[config.mk]
export PLATFORM = sky130hd
export DESIGN_NAME = if_fetch_unit
export DESIGN_NICKNAME = d
export VERILOG_FILES = /design/src/rtl/if_fetch_unit.sv
export SDC_FILE = /design/constraint.sdc
export NUM_CORES = 1
export LEC_CHECK = 0
export ABC_AREA = 1
export CORE_MARGIN = 3
export CORE_UTILIZATION = 45
export CTS_CLUSTER_SIZE = 12
export DETAILED_ROUTE_END_ITERATION = 8
export PLACE_DENSITY = 0.76
export SLEW_MARGIN = 30
export SYNTH_ARGS = -nofsm -noshare
export SYNTH_HDL_FRONTEND = slang
export SYNTH_SLANG_ARGS = --single-unit
[constraint.sdc]
create_clock -name clk -period 6.1 [get_ports clk]
set_input_delay 0.915 -clock clk [delete_from_list [all_inputs] [get_ports clk]]
set_output_delay 0.915 -clock clk [all_outputs]
set_load 0.02 [all_outputs]
[src/rtl/if_fetch_unit.sv]
`timescale 1ns/1ps
`default_nettype none
// if_fetch_unit -- PC generation, single-outstanding imem fetch, 2-entry prefetch buffer.
// Revision: 1.0

module if_fetch_unit #(
  parameter logic [31:0] RESET_PC = 32'h0000_3000
) (
  input  logic        clk,
  input  logic        rst,
  input  logic        br_flag,
  input  logic [31:0] br_target,
  input  logic        load_stop_request,
  output logic        imem_req,
  output logic [31:0] imem_addr,
  input  logic        imem_ack,
  input  logic [31:0] imem_rdata,
  output logic        if_valid,
  output logic [31:0] if_PC,
  output logic [31:0] if_instr
);

  typedef enum logic [1:0] {
    IDLE    = 2'd0,
    REQ     = 2'd1,
    DISCARD = 2'd2
  } state_t;

  state_t      state_q, state_d;
  logic [31:0] pc_q, pc_d;
  logic [31:0] req_addr_q, req_addr_d;
  logic [31:0] fifo_pc_q    [2];
  logic [31:0] fifo_instr_q [2];
  logic        head_q;
  logic [1:0]  count_q, count_d;

  logic        w_pop;
  logic        w_push;
  logic        w_tail;
  logic [31:0] w_req_next;
  logic [1:0]  w_cnt_less_pop;
  logic [1:0]  w_cnt_after;

  assign if_valid       = (count_q != 2'd0);
  assign w_pop          = if_valid & ~load_stop_request & ~br_flag;
  assign w_tail         = head_q ^ count_q[0];
  assign w_req_next     = req_addr_q + 32'd4;
  assign w_cnt_less_pop = count_q - {1'b0, w_pop};
  assign w_cnt_after    = w_cnt_less_pop + 2'd1;

  assign imem_req  = (state_q == REQ) || (state_q == DISCARD);
  assign imem_addr = req_addr_q;
  assign if_PC     = if_valid ? fifo_pc_q[head_q]    : pc_q;
  assign if_instr  = if_valid ? fifo_instr_q[head_q] : 32'h0;

  always_comb begin
    state_d    = state_q;
    pc_d       = pc_q;
    req_addr_d = req_addr_q;
    w_push     = 1'b0;
    unique case (state_q)
      IDLE: begin
        if (br_flag) begin
          pc_d       = br_target;
          req_addr_d = br_target;
          state_d    = REQ;
        end else if (w_cnt_less_pop < 2'd2) begin
          req_addr_d = pc_q;
          state_d    = REQ;
        end
      end
      REQ: begin
        if (br_flag) begin
          // With an ack the data is simply dropped and the target is requested next;
          // without one the pending response must be drained first.
          pc_d = br_target;
          if (imem_ack) begin
            req_addr_d = br_target;
          end else begin
            state_d = DISCARD;
          end
        end else if (imem_ack) begin
          w_push = 1'b1;
          pc_d   = w_req_next;
          if (w_cnt_after < 2'd2) begin
            req_addr_d = w_req_next;
          end else begin
            state_d = IDLE;
          end
        end
      end
      DISCARD: begin
        if (br_flag) begin
          pc_d = br_target;
        end
        if (imem_ack) begin
          req_addr_d = br_flag ? br_target : pc_q;
          state_d    = REQ;
        end
      end
      default: begin
        state_d = IDLE;
      end
    endcase
  end

  always_comb begin
    count_d = count_q;
    if (br_flag) begin
      count_d = 2'd0;
    end else if (w_push) begin
      count_d = w_cnt_after;
    end else begin
      count_d = w_cnt_less_pop;
    end
  end

  always_ff @(posedge clk) begin
    if (rst) begin
      state_q    <= IDLE;
      pc_q       <= RESET_PC;
      req_addr_q <= RESET_PC;
      count_q    <= 2'd0;
      head_q     <= 1'b0;
    end else begin
      state_q    <= state_d;
      pc_q       <= pc_d;
      req_addr_q <= req_addr_d;
      count_q    <= count_d;
      if (br_flag) begin
        head_q <= 1'b0;
      end else if (w_pop) begin
        head_q <= ~head_q;
      end
    end
  end

  // Payload storage needs no reset: entries are only visible while counted.
  always_ff @(posedge clk) begin
    if (w_push) begin
      fifo_pc_q[w_tail]    <= req_addr_q;
      fifo_instr_q[w_tail] <= imem_rdata;
    end
  end

  a_no_ack_when_full: assert property (@(posedge clk) disable iff (rst)
    !((state_q == REQ) && imem_ack && (count_q == 2'd2)));

endmodule

`default_nettype wire
-- Word-level counts from Yosys, hierarchy flattened
Memory sizes are Yosys's and may differ from the RTL's. A register that Yosys moved wholly into a read port is not among the register bits.
Cells that the tools add are included.
- bits in writable memories: 128
- bits of input ports: 69
- logic and storage cells: 69
- output and inout port bits: 98
- register bits after elaboration: 69
- memories: 2
- memory list (memory ; words ; width ; read ports ; clocked after Yosys merged registers in ; wr ports ; RTL line ; source):
    fifo_instr_q ; 2 ; 32 ; 1 ; 1 ; 1 ; 33 ; logic [31:0] fifo_instr_q [2];
    fifo_pc_q ; 2 ; 32 ; 1 ; 1 ; 1 ; 32 ; logic [31:0] fifo_pc_q [2];
- order comparisons: 2
- muxes and demuxes: 32
- reduce and logical (&&, ||, !) cells: 10
- eq/ne operators: 9
- bitwise logic cells: 6
- add/subtract/negate cells: 3
- operators by type and width (kind ; count):
    $mux W32 ; 12
    $pmux W32 S3 ; 1
    $pmux W32 S2 ; 1
    $add A32 B3 Y32 const B ; 1
    $mux W2 ; 8
    $ne A3 B3 Y1 const B ; 4
    $reduce_and A5 Y1 ; 2
    $mux W1 ; 9
    $pmux W2 S3 ; 1
    $lt A2 B2 Y1 const B ; 2
    $ne A2 B2 Y1 const B ; 2
    $reduce_bool A2 Y1 ; 2
    $reduce_or A2 Y1 ; 2
    $ne A3 B2 Y1 const B ; 1
    $not A1 Y1 ; 3
    $reduce_bool A3 Y1 ; 1
    $add A2 B1 Y2 const B ; 1
    $and A1 B1 Y1 ; 2
    $eq A2 B1 Y1 const B ; 1
    $eq A2 B2 Y1 const B ; 1
    $logic_not A2 Y1 ; 1
    $reduce_and A2 Y1 ; 1
    $sub A2 B1 Y2 ; 1
    $logic_or A1 B1 Y1 ; 1
    $xor A1 B1 Y1 ; 1

-- Logic depth before layout (Yosys ltp)
Gate-level depths: netlist of run 1.
- depth in word-level cells: 10
- gate-level depth with buffers: 14
- gate-level depth less buffers: 12

-- Worst setup path before layout of run 1
Ideal clock, no wire load.
- path kind: in2reg
- start point: in br_flag
- end point: mem fifo_instr_q[0][0], enable pin
- arrival time: 4.083 ns
- setup time: 0.487 ns
- cell stages on the path: 6
- path buffers: 1
- path slack: 1.530 ns
- required time: 5.613 ns
- cell sequence: buf_4 -> inv_4 -> nand2_2 -> nor2_1 -> inv_1 -> nor2_1
- longest elaborated chain between the ends: 4
- RTL lines (what ; RTL line ; source):
    start, declared ; 11 ; input logic br_flag,
    $mux W1 ; 73 ; if (br_flag) begin
    $mux W1 ; 61 ; unique case (state_q)
    $mux W1 ; 140 ; if (w_push) begin
    $mux W1 (implied by the code) ; 142 ; fifo_instr_q[w_tail] <= imem_rdata;
    end, declared ; 33 ;
Every way passes these cells.

-- Worst setup path after layout of run 1
- start point: reg count_q[1]
- end point: out if_PC[3]
- longest elaborated chain between the ends: 2
- RTL lines (what ; RTL line ; source):
    start, declared ; 35 ; logic [1:0] count_q, count_d;
    start signal, assigned ; 129 ; count_q <= count_d;
    $reduce_bool A2 Y1 ; 44 ; assign if_valid = (count_q != 2'd0);
    $mux W32 ; 53 ; assign if_PC = if_valid ? fifo_pc_q[head_q] : pc_q;
    end, declared ; 19 ; output logic [31:0] if_PC,
Every way passes these cells.

==> results of run 1 <==
==> flip-flops by register name, indices dropped and copies added, names as in the netlist, named ones only <==
name          count
pc_q             32
head_q            1
imem_addr        32
count_q           2
fifo_instr_q     64
state_q           2
fifo_pc_q        64
==> routing by layer <==
metal / track usage (%) / part of all wire [%]
met3: 3.86 / 6.6
met5: 0 / 0
met1: 28.6 / 43
met4: 6.64 / 1.9
met2: 37.0 / 48
==> worst max-delay path by stage <==
stage          cells past startpoint                 end  startpoint
2_1_floorplan                      6  fifo_instr_q[0][0]     br_flag
3_3_place_gp                       7    fifo_pc_q[1][19]     br_flag
3_5_place_dp                      13       imem_addr[10]     br_flag
4_1_cts                            5            if_PC[3]  count_q[1]
5_1_grt                            5           if_PC[31]   flip-flop
6_report                           5            if_PC[3]  count_q[1]
==> cell type report <==
class | instances | area, µm²
clock buffers | 18 | 429
inverters | 41 | 160
multi-input cells | 873 | 3980
clock inverters | 14 | 154
well taps | 270 | 338
repair buffers | 179 | 1790
fillers | 1764 | 8520
flip-flops and latches | 198 | 5250
==> power breakdown <==
part,total [µW],internal [µW],switching [µW]
Clock,1110,551,556
Combinational,1260,501,756
Sequential,1810,1620,193
==> cells by family (layout without fill, tap and decap cells) <==
family / count (synthesis) / in the layout / share of synthesized area, %
and+or+nand+nor: 591 / 591 / 24.9
AOI/OAI and AO/OA: 273 / 273 / 14.9
DFF: 198 / 198 / 54.4
buffers and inverters: 105 / 252 / 4.65
adders and majority gates: 6 / 6 / 0.779
xor gates and xnor gates: 3 / 3 / 0.351
==> layout by cell type, fill, tap and decap left out, types with 3 or more instances in the layout <==
cell / Yosys / layout
nor2_4: 7 / 11
clkinv_8: 0 / 3
inv_6: 0 / 4
clkdlybuf4s50_1: 0 / 165
inv_8: 0 / 5
nand2_2: 5 / 5
buf_4: 4 / 11
dfxtp_1: 70 / 69
ha_1: 6 / 5
inv_1: 33 / 32
nor2_2: 4 / 4
nand2_1: 345 / 345
nor3_1: 5 / 5
o21ai_1: 16 / 16
edfxtp_1: 128 / 128
o21ai_0: 55 / 55
inv_2: 6 / 6
nand3_1: 46 / 46
a21boi_0: 23 / 23
clkbuf_16: 0 / 17
a21oi_1: 175 / 175
nor2_1: 172 / 168
==> worst register-to-register path, delay by kind of cell, from the launching register on <==
family                     cells  cell delay [ps]
AOI/OAI and AO/OA              2              300
xor gates and xnor gates       1              210
adders and majority gates      1              250
buffers and inverters          3              910
DFF                            1              350
and+or+nand+nor                6              990
==> Yosys cell counts (5+ instances only) <==
master    number  area, µm²
buf_2         15       75.1
a21oi_1      175        876
dfxtp_1       70       1400
o21ai_1       16       80.1
ha_1           6       75.1
a21boi_0      23        173
inv_1         33        124
nand3_1       46        230
o21ai_0       55        275
nor2_4         7       78.8
nand2_2        5       31.3
clkbuf_1      36        135
nor2_1       172        646
nor3_1         5       25.0
edfxtp_1     128       3840
nand2_1      345       1290
buf_1          7       26.3
inv_2          6       22.5
==> stage by stage <==
stage / instance area, µm² / hold slack [ps]
floorplan: 9630 / 460
global placement: 11500 / 478
detailed placement: 11500 / 482
CTS: 12100 / 503
global route: 12100 / 522
finish: 12100 / 502
==> impl_metrics.json, run 1 <==
{
  "crit_chain": "nor2_4 -> buf_4 -> a21oi_1 -> a21oi_1 -> clkdlybuf4s50_1",
  "core_mm2": 0.0206,
  "path_max_fanout": 65,
  "portBuffers": 166,
  "layout_setup_ws_ps": 2610,
  "ant_nets": 0,
  "setup_viol": 0,
  "grt_remaining_overflow": 0,
  "clk_pin_slew_ps": 80,
  "synthFlopType": "edfxtp_1",
  "grt_use_total_pct": 21.8,
  "cp-start-kind": "flip-flop",
  "dp_cells": 1561,
  "postSynthCellCount": 1176,
  "cts-root-buf": "clkbuf_16",
  "min_path_type": "reg -> reg",
  "finClkSkew_ps": 10.9,
  "max_freq_mhz": 287,
  "chipHeight_um": 152,
  "place_hpwl_mm": 16.9,
  "clock-sinks": 198,
  "antennaDiodeCount": 0,
  "cts_tree": "built",
  "postSynthAreaPerCell_um2": 8.19,
  "fp-row-count": 52,
  "slew_headroom_pct": 46.0,
  "cp.required_ps": 5180,
  "period_share_pct": 57.2,
  "synth-edff-count": 128,
  "ir_worst_vdd_mv": 0.265,
  "wl_mm": 25.8,
  "status": "complete, no violations",
  "cts_htree_levels": 4,
  "die_area_mm2": 0.0232,
  "final_net_count": 1385,
  "cellPowerDensity_mw_per_mm2": 345,
  "rsz0062_at_grt": "no",
  "die_w_um": 152,
  "ioPinCount": 167,
  "critPathBufInv": 2,
  "synth_cell_types": 32,
  "grt_pass1_wl_mm": 41.4,
  "drv_cap": 0,
  "period_minus_slack_ps": 3490,
  "detail_route.drc_violations": 0,
  "cts_buffer_depth": 2,
  "syn_nets": 1251,
  "cts_buffers": 17,
  "slowest_delay_ps": 660,
  "clk_latency_ps": 450,
  "setup_tns_ps": 0,
  "crit_arrival_ps": 2570,
  "min_from": "pc_q[12]",
  "vias": 8558,
  "first_pass_iters": 6,
  "drive_above_1_share_pct": 6.27,
  "stdcell_count": 1593,
  "worstSetupEndpointType": "output pin",
  "avgViaCountPerCell": 5.37,
  "fin_util_pct": 58.7,
  "worst_slew_pin_slew_ps": 810,
  "r2r_slack_ps": 2990,
  "regToRegEndpoint": "imem_addr[10]",
  "drv_slew": 0,
  "timing.rr.start": "count_q[1]",
  "gp_congestion": 0.868,
  "reg2reg_depth": 13,
  "hold_end": "pc_q[12]",
  "yosysSeqAreaShare_pct": 54.4,
  "async_reset_ff_share_pct": 0,
  "hold_viol": 0,
  "whs_path_depth": 2,
  "cts_resized": 0,
  "cts_hold_buf": 0,
  "ys_ff_latch": 198,
  "ys_warn_count": 0,
  "grt_pass1_vias": 8170,
  "p_total_uw": 4170,
  "drt_iter0_drc": 902,
  "netlist_area_mm2": 0.00963,
  "cpMaxStageDelayCell": "clkdlybuf4s50_1",
  "wl_per_cell_um": 16.2,
  "syn_to_final_growth_pct": 25.7,
  "crit_type": "reg -> out",
  "place_ws_ps": 2640,
  "grt_max_degree": 66,
  "leakage_uw": 0.00459,
  "cpMostUsedCell": "a21oi_1",
  "critPathTopFamily": "buffers and inverters",
  "cts_setup_buffers": 0,
  "antenna_found_initial": 0,
  "initial_utilization_pct": 46.7
}
Power figures use the tool's default switching activity.
==> run 2, diff against run 1 <==
==> constraint.sdc (replaced) <==
create_clock -name clk -period 3.3 [get_ports clk]
set_input_delay 0.495 -clock clk [delete_from_list [all_inputs] [get_ports clk]]
set_output_delay 0.495 -clock clk [all_outputs]
set_load 0.02 [all_outputs]
==> impl_metrics.json, run 2 (same netlist as run 1, synthesis figures left out) <==
{
  "status": "complete, no violations",
  "initial_utilization_pct": 46.7,
  "place_hpwl_mm": 17.6,
  "slowest_delay_ps": 680,
  "dp_cells": 1570,
  "cts-root-buf": "clkbuf_16",
  "crit_type": "reg -> out",
  "final_net_count": 1394,
  "grt_pass1_vias": 7950,
  "finClkSkew_ps": 10.8,
  "drt_iter0_drc": 670,
  "final_cell_mix": "345 x nand2_1, 175 x a21oi_1, 168 x nor2_1",
  "detail_route.drc_violations": 0,
  "portBuffers": 166,
  "cellPowerDensity_mw_per_mm2": 636,
  "fin_util_pct": 58.8,
  "grt_pass1_wl_mm": 40.9,
  "ant_nets": 0,
  "cts_tree": "built",
  "place_ws_ps": 438,
  "reg2reg_depth": 13,
  "slew_headroom_pct": 50.6,
  "critPathTopFamily": "buffers and inverters",
  "crit_chain": "nor2_4 -> buf_4 -> a21oi_1 -> a21oi_1 -> clkdlybuf4s50_1",
  "grt_remaining_overflow": 0,
  "cts_resized": 0,
  "clk_pin_slew_ps": 80,
  "path_max_fanout": 22,
  "antenna_found_initial": 0,
  "hold_end": "pc_q[13]",
  "fill_cells": 1797,
  "syn_to_final_growth_pct": 25.8,
  "worst_slew_pin_slew_ps": 741,
  "cts_setup_buffers": 0,
  "first_pass_iters": 6,
  "min_from": "pc_q[13]",
  "ir_worst_vdd_mv": 0.411,
  "drv_cap": 0,
  "cts_buffers": 17,
  "critPathBufInv": 2,
  "setup_tns_ps": 0,
  "chipHeight_um": 152,
  "setup_viol": 0,
  "final_common_cell": "nand2_1",
  "hold_viol": 0,
  "grt_use_total_pct": 21.5,
  "cp-start-kind": "flip-flop",
  "wl_per_cell_um": 16.0,
  "period_share_pct": 93.3,
  "antennaDiodeCount": 0,
  "cts_hold_buf": 0,
  "layout_setup_ws_ps": 220,
  "cpMostUsedCell": "a21oi_1",
  "rsz0062_at_grt": "no",
  "avgViaCountPerCell": 5.33,
  "whs_path_depth": 2,
  "cts_htree_levels": 4,
  "regToRegEndpoint": "imem_addr[12]",
  "r2r_slack_ps": 580,
  "wl_mm": 25.6,
  "min_path_type": "reg -> reg",
  "stdcell_count": 1602,
  "core_mm2": 0.0206,
  "drv_slew": 0,
  "max_freq_mhz": 325,
  "period_minus_slack_ps": 3080,
  "die_area_mm2": 0.0232,
  "clock-sinks": 198,
  "timing.rr.start": "count_q[1]",
  "whs_ps": 507,
  "die_w_um": 152,
  "cpMaxStageDelayCell": "clkdlybuf4s50_1",
  "cp.required_ps": 2800,
  "gp_congestion": 0.878,
  "reg_top3": "fifo_instr_q x64, fifo_pc_q x64",
  "fp-row-count": 52,
  "leakage_uw": 0.00462,
  "worstSetupEndpointType": "output pin",
  "vias": 8544,
  "clk_latency_ps": 440,
  "ioPinCount": 167,
  "drive_above_1_share_pct": 6.76,
  "crit_arrival_ps": 2580,
  "cts_buffer_depth": 2,
  "grt_max_degree": 65
}
run 2: changes by cell type in the layout (fill, tap and decap cells not counted), moves of 2 or more:
cell      change
inv_8         -2
clkinv_4      +3
clkinv_8      -3
buf_4        +10
clkinv_1      +2
buf_16        -2
run 2: per-layer routing:
layer,global-route usage [%],routed length [µm],vias up
li1,-,-,4226
met1,28.6,11500,3977
met2,36.4,12100,305
met3,3.55,1550,36
met4,6.55,471,0
met5,0,0,-
run 2: area by class of cell:
class	instances	area, µm²	share of cell area, %
Timing Repair Buffer	188	1830	15.1
Multi-Input combinational cell	873	3970	32.8
Inverter	41	159	1.31
Clock buffer	17	425	3.51
Clock inverter	15	145	1.20
Tap cell	270	338	2.79
Sequential cell	198	5250	43.3
run 2: worst max path at each step:
stage / from / to / cells past startpoint
floorplan: br_flag / fifo_instr_q[0][0] / 6
global placement: load_stop_request / imem_addr[12] / 13
detailed placement: load_stop_request / imem_addr[12] / 13
CTS: count_q[1] / if_PC[29] / 5
global route: count_q[1] / if_PC[29] / 5
finish: count_q[1] / if_PC[2] / 5
run 2: report_power, final:
group | switching (µW) | leakage, µW | internal (µW) | total [µW]
clock | 975 | 0.000279 | 1060 | 2040
combinational | 1400 | 0.00259 | 927 | 2330
sequential | 352 | 0.00175 | 2990 | 3340
total | 2730 | 0.00462 | 4980 | 7710
run 2: tightest hold or removal path: cells and delay by family, from the launching register on:
family / cells / cell delay [ps]
flip-flops: 1 / 330
AND/OR/NAND/NOR: 2 / 130
run 2: per-stage QoR:
| stage | total power [µW] | instance area [µm²] |
|---|---|---|
| floorplan | 4740 | 9640 |
| global placement | 5650 | 11500 |
| detailed placement | 5700 | 11500 |
| CTS | 7720 | 12100 |
| global route | 8100 | 12100 |
| finish | 7710 | 12100 |
==> run 3, diff against run 2 <==
--- a/config.mk
+++ b/config.mk
@@ -10,6 +10,7 @@
 export CORE_UTILIZATION = 45
 export CTS_CLUSTER_SIZE = 12
 export DETAILED_ROUTE_END_ITERATION = 8
+export GPL_TIMING_DRIVEN = 0
 export PLACE_DENSITY = 0.76
 export SLEW_MARGIN = 30
 export SYNTH_ARGS = -nofsm -noshare
==> constraint.sdc (replaced) <==
create_clock -name clk -period 3.3 [get_ports clk]
set_input_delay 0.495 -clock clk [delete_from_list [all_inputs] [get_ports clk]]
set_output_delay 0.495 -clock clk [all_outputs]
set_load 0.01 [all_outputs]
==> impl_metrics.json, run 3 (same netlist as run 1, synthesis figures left out) <==
{
  "antenna_found_initial": 0,
  "syn_to_final_growth_pct": 28.7,
  "period_minus_slack_ps": 3040,
  "core_mm2": 0.0206,
  "clk_latency_ps": 440,
  "ir_worst_vdd_mv": 0.424,
  "period_share_pct": 92.0,
  "regToRegEndpoint": "fifo_pc_q[0][17]",
  "crit_type": "reg -> out",
  "grt_pass1_vias": 8646,
  "fp-row-count": 52,
  "place_hpwl_mm": 20.6,
  "dp_cells": 1617,
  "p_total_uw": 7780,
  "min_path_type": "reg -> reg",
  "hold_viol": 0,
  "cts_htree_levels": 4,
  "cts_setup_buffers": 0,
  "detail_route.drc_violations": 0,
  "crit_arrival_ps": 2540,
  "status": "complete, no violations",
  "final_net_count": 1441,
  "slew_headroom_pct": 48.6,
  "cts_hold_buf": 0,
  "cellPowerDensity_mw_per_mm2": 628,
  "finClkSkew_ps": 13.6,
  "min_from": "pc_q[12]",
  "final_common_cell": "nand2_1",
  "clock-sinks": 198,
  "grt_pass1_wl_mm": 45.0,
  "met3_length_mm": 2.25,
  "drive_above_1_share_pct": 6.82,
  "cts_buffers": 17,
  "wl_mm": 28.6,
  "cp-start-kind": "flip-flop",
  "worstSetupEndpointType": "output pin",
  "ant_nets": 0,
  "cts_buffer_depth": 2,
  "initial_utilization_pct": 46.7,
  "whs_ps": 509,
  "antennaDiodeCount": 0,
  "vias": 8987,
  "gp_congestion": 0.985,
  "r2r_slack_ps": 830,
  "first_pass_iters": 7,
  "grt_use_total_pct": 24.0,
  "drt-met1-wl_mm": 12.0,
  "wl_per_cell_um": 17.3,
  "max_freq_mhz": 329,
  "cts-root-buf": "clkbuf_16",
  "chipHeight_um": 152,
  "setup_tns_ps": 0,
  "cts_resized": 0,
  "ioPinCount": 167,
  "leakage_uw": 0.00473,
  "die_w_um": 152,
  "top_layer_used": "met4",
  "dr_wl_met2_mm": 13.6,
  "rsz0062_at_grt": "no",
  "grt_max_degree": 21,
  "reg2reg_depth": 9,
  "path_max_fanout": 10,
  "drt_iter0_drc": 798,
  "worst_slew_pin_slew_ps": 769,
  "clk_pin_slew_ps": 70,
  "stdcell_count": 1649,
  "timing.rr.start": "state_q[1]",
  "hold_end": "pc_q[12]",
  "final_cell_mix": "345 x nand2_1, 175 x a21oi_1, 170 x nor2_1",
  "fill_cells": 1763,
  "setup_viol": 0,
  "cts_tree": "built",
  "cp.required_ps": 2800,
  "grt_remaining_overflow": 0,
  "whs_path_depth": 2,
  "reg_top3": "fifo_instr_q x64, fifo_pc_q x64",
  "die_area_mm2": 0.0232,
  "portBuffers": 165,
  "avgViaCountPerCell": 5.45,
  "drv_slew": 0,
  "drv_cap": 0
}
[run 3: worst max-delay path by stage]
stage,start,to,slack (ps),cells after the start
2_1_floorplan,br_flag,fifo_instr_q[0][0],210,6
3_3_place_gp,imem_ack,fifo_pc_q[0][19],-1240,5
3_5_place_dp,flip-flop,if_PC[14],520,5
4_1_cts,flip-flop,if_PC[14],0.9,5
5_1_grt,count_q[0],if_PC[7],20,6
6_report,count_q[1],if_PC[10],260,6
[run 3: final cells by class]
cell class	count	area [µm²]	share of cell area (%)
multi-input combinational	873	3960	31.9
timing repair buffer	171	1800	14.6
sequential	198	5250	42.3
inverter	41	159	1.28
clock buffer	18	429	3.46
clock inverter	14	174	1.40
tap	270	338	2.72
buffer	64	294	2.37
[run 3: through the flow]
stage / utilization (%) / setup WS, ps / cell area, µm²
after floorplan: - / 209 / 9640
after global placement: 56.4 / -1240 / 11600
after detailed placement: 57.2 / 519 / 11800
after CTS: 60.1 / 0.863 / 12400
after global routing: 60.1 / 19.4 / 12400
final: 60.1 / 264 / 12400
[run 3: worst max-delay path, stage by stage, from the launching register on]
cell and delay, ps:
dfxtp_1 320, nor2_1 180, buf_2 300, buf_1 460, a21oi_1 80, a21oi_1 180, clkdlybuf4s50_1 570
[run 3: report_power, final]
part / internal [µW] / total, µW / switching (µW)
Combinational: 973 / 2300 / 1320
Clock: 1200 / 2140 / 939
Sequential: 2990 / 3350 / 354
Total: 5170 / 7780 / 2620
[run 3: routing by layer]
layer	up-vias	GRT usage, %
met5	-	0
met1	4162	32.1
li1	4307	-
met3	68	4.06
met4	0	9.67
met2	450	39.1
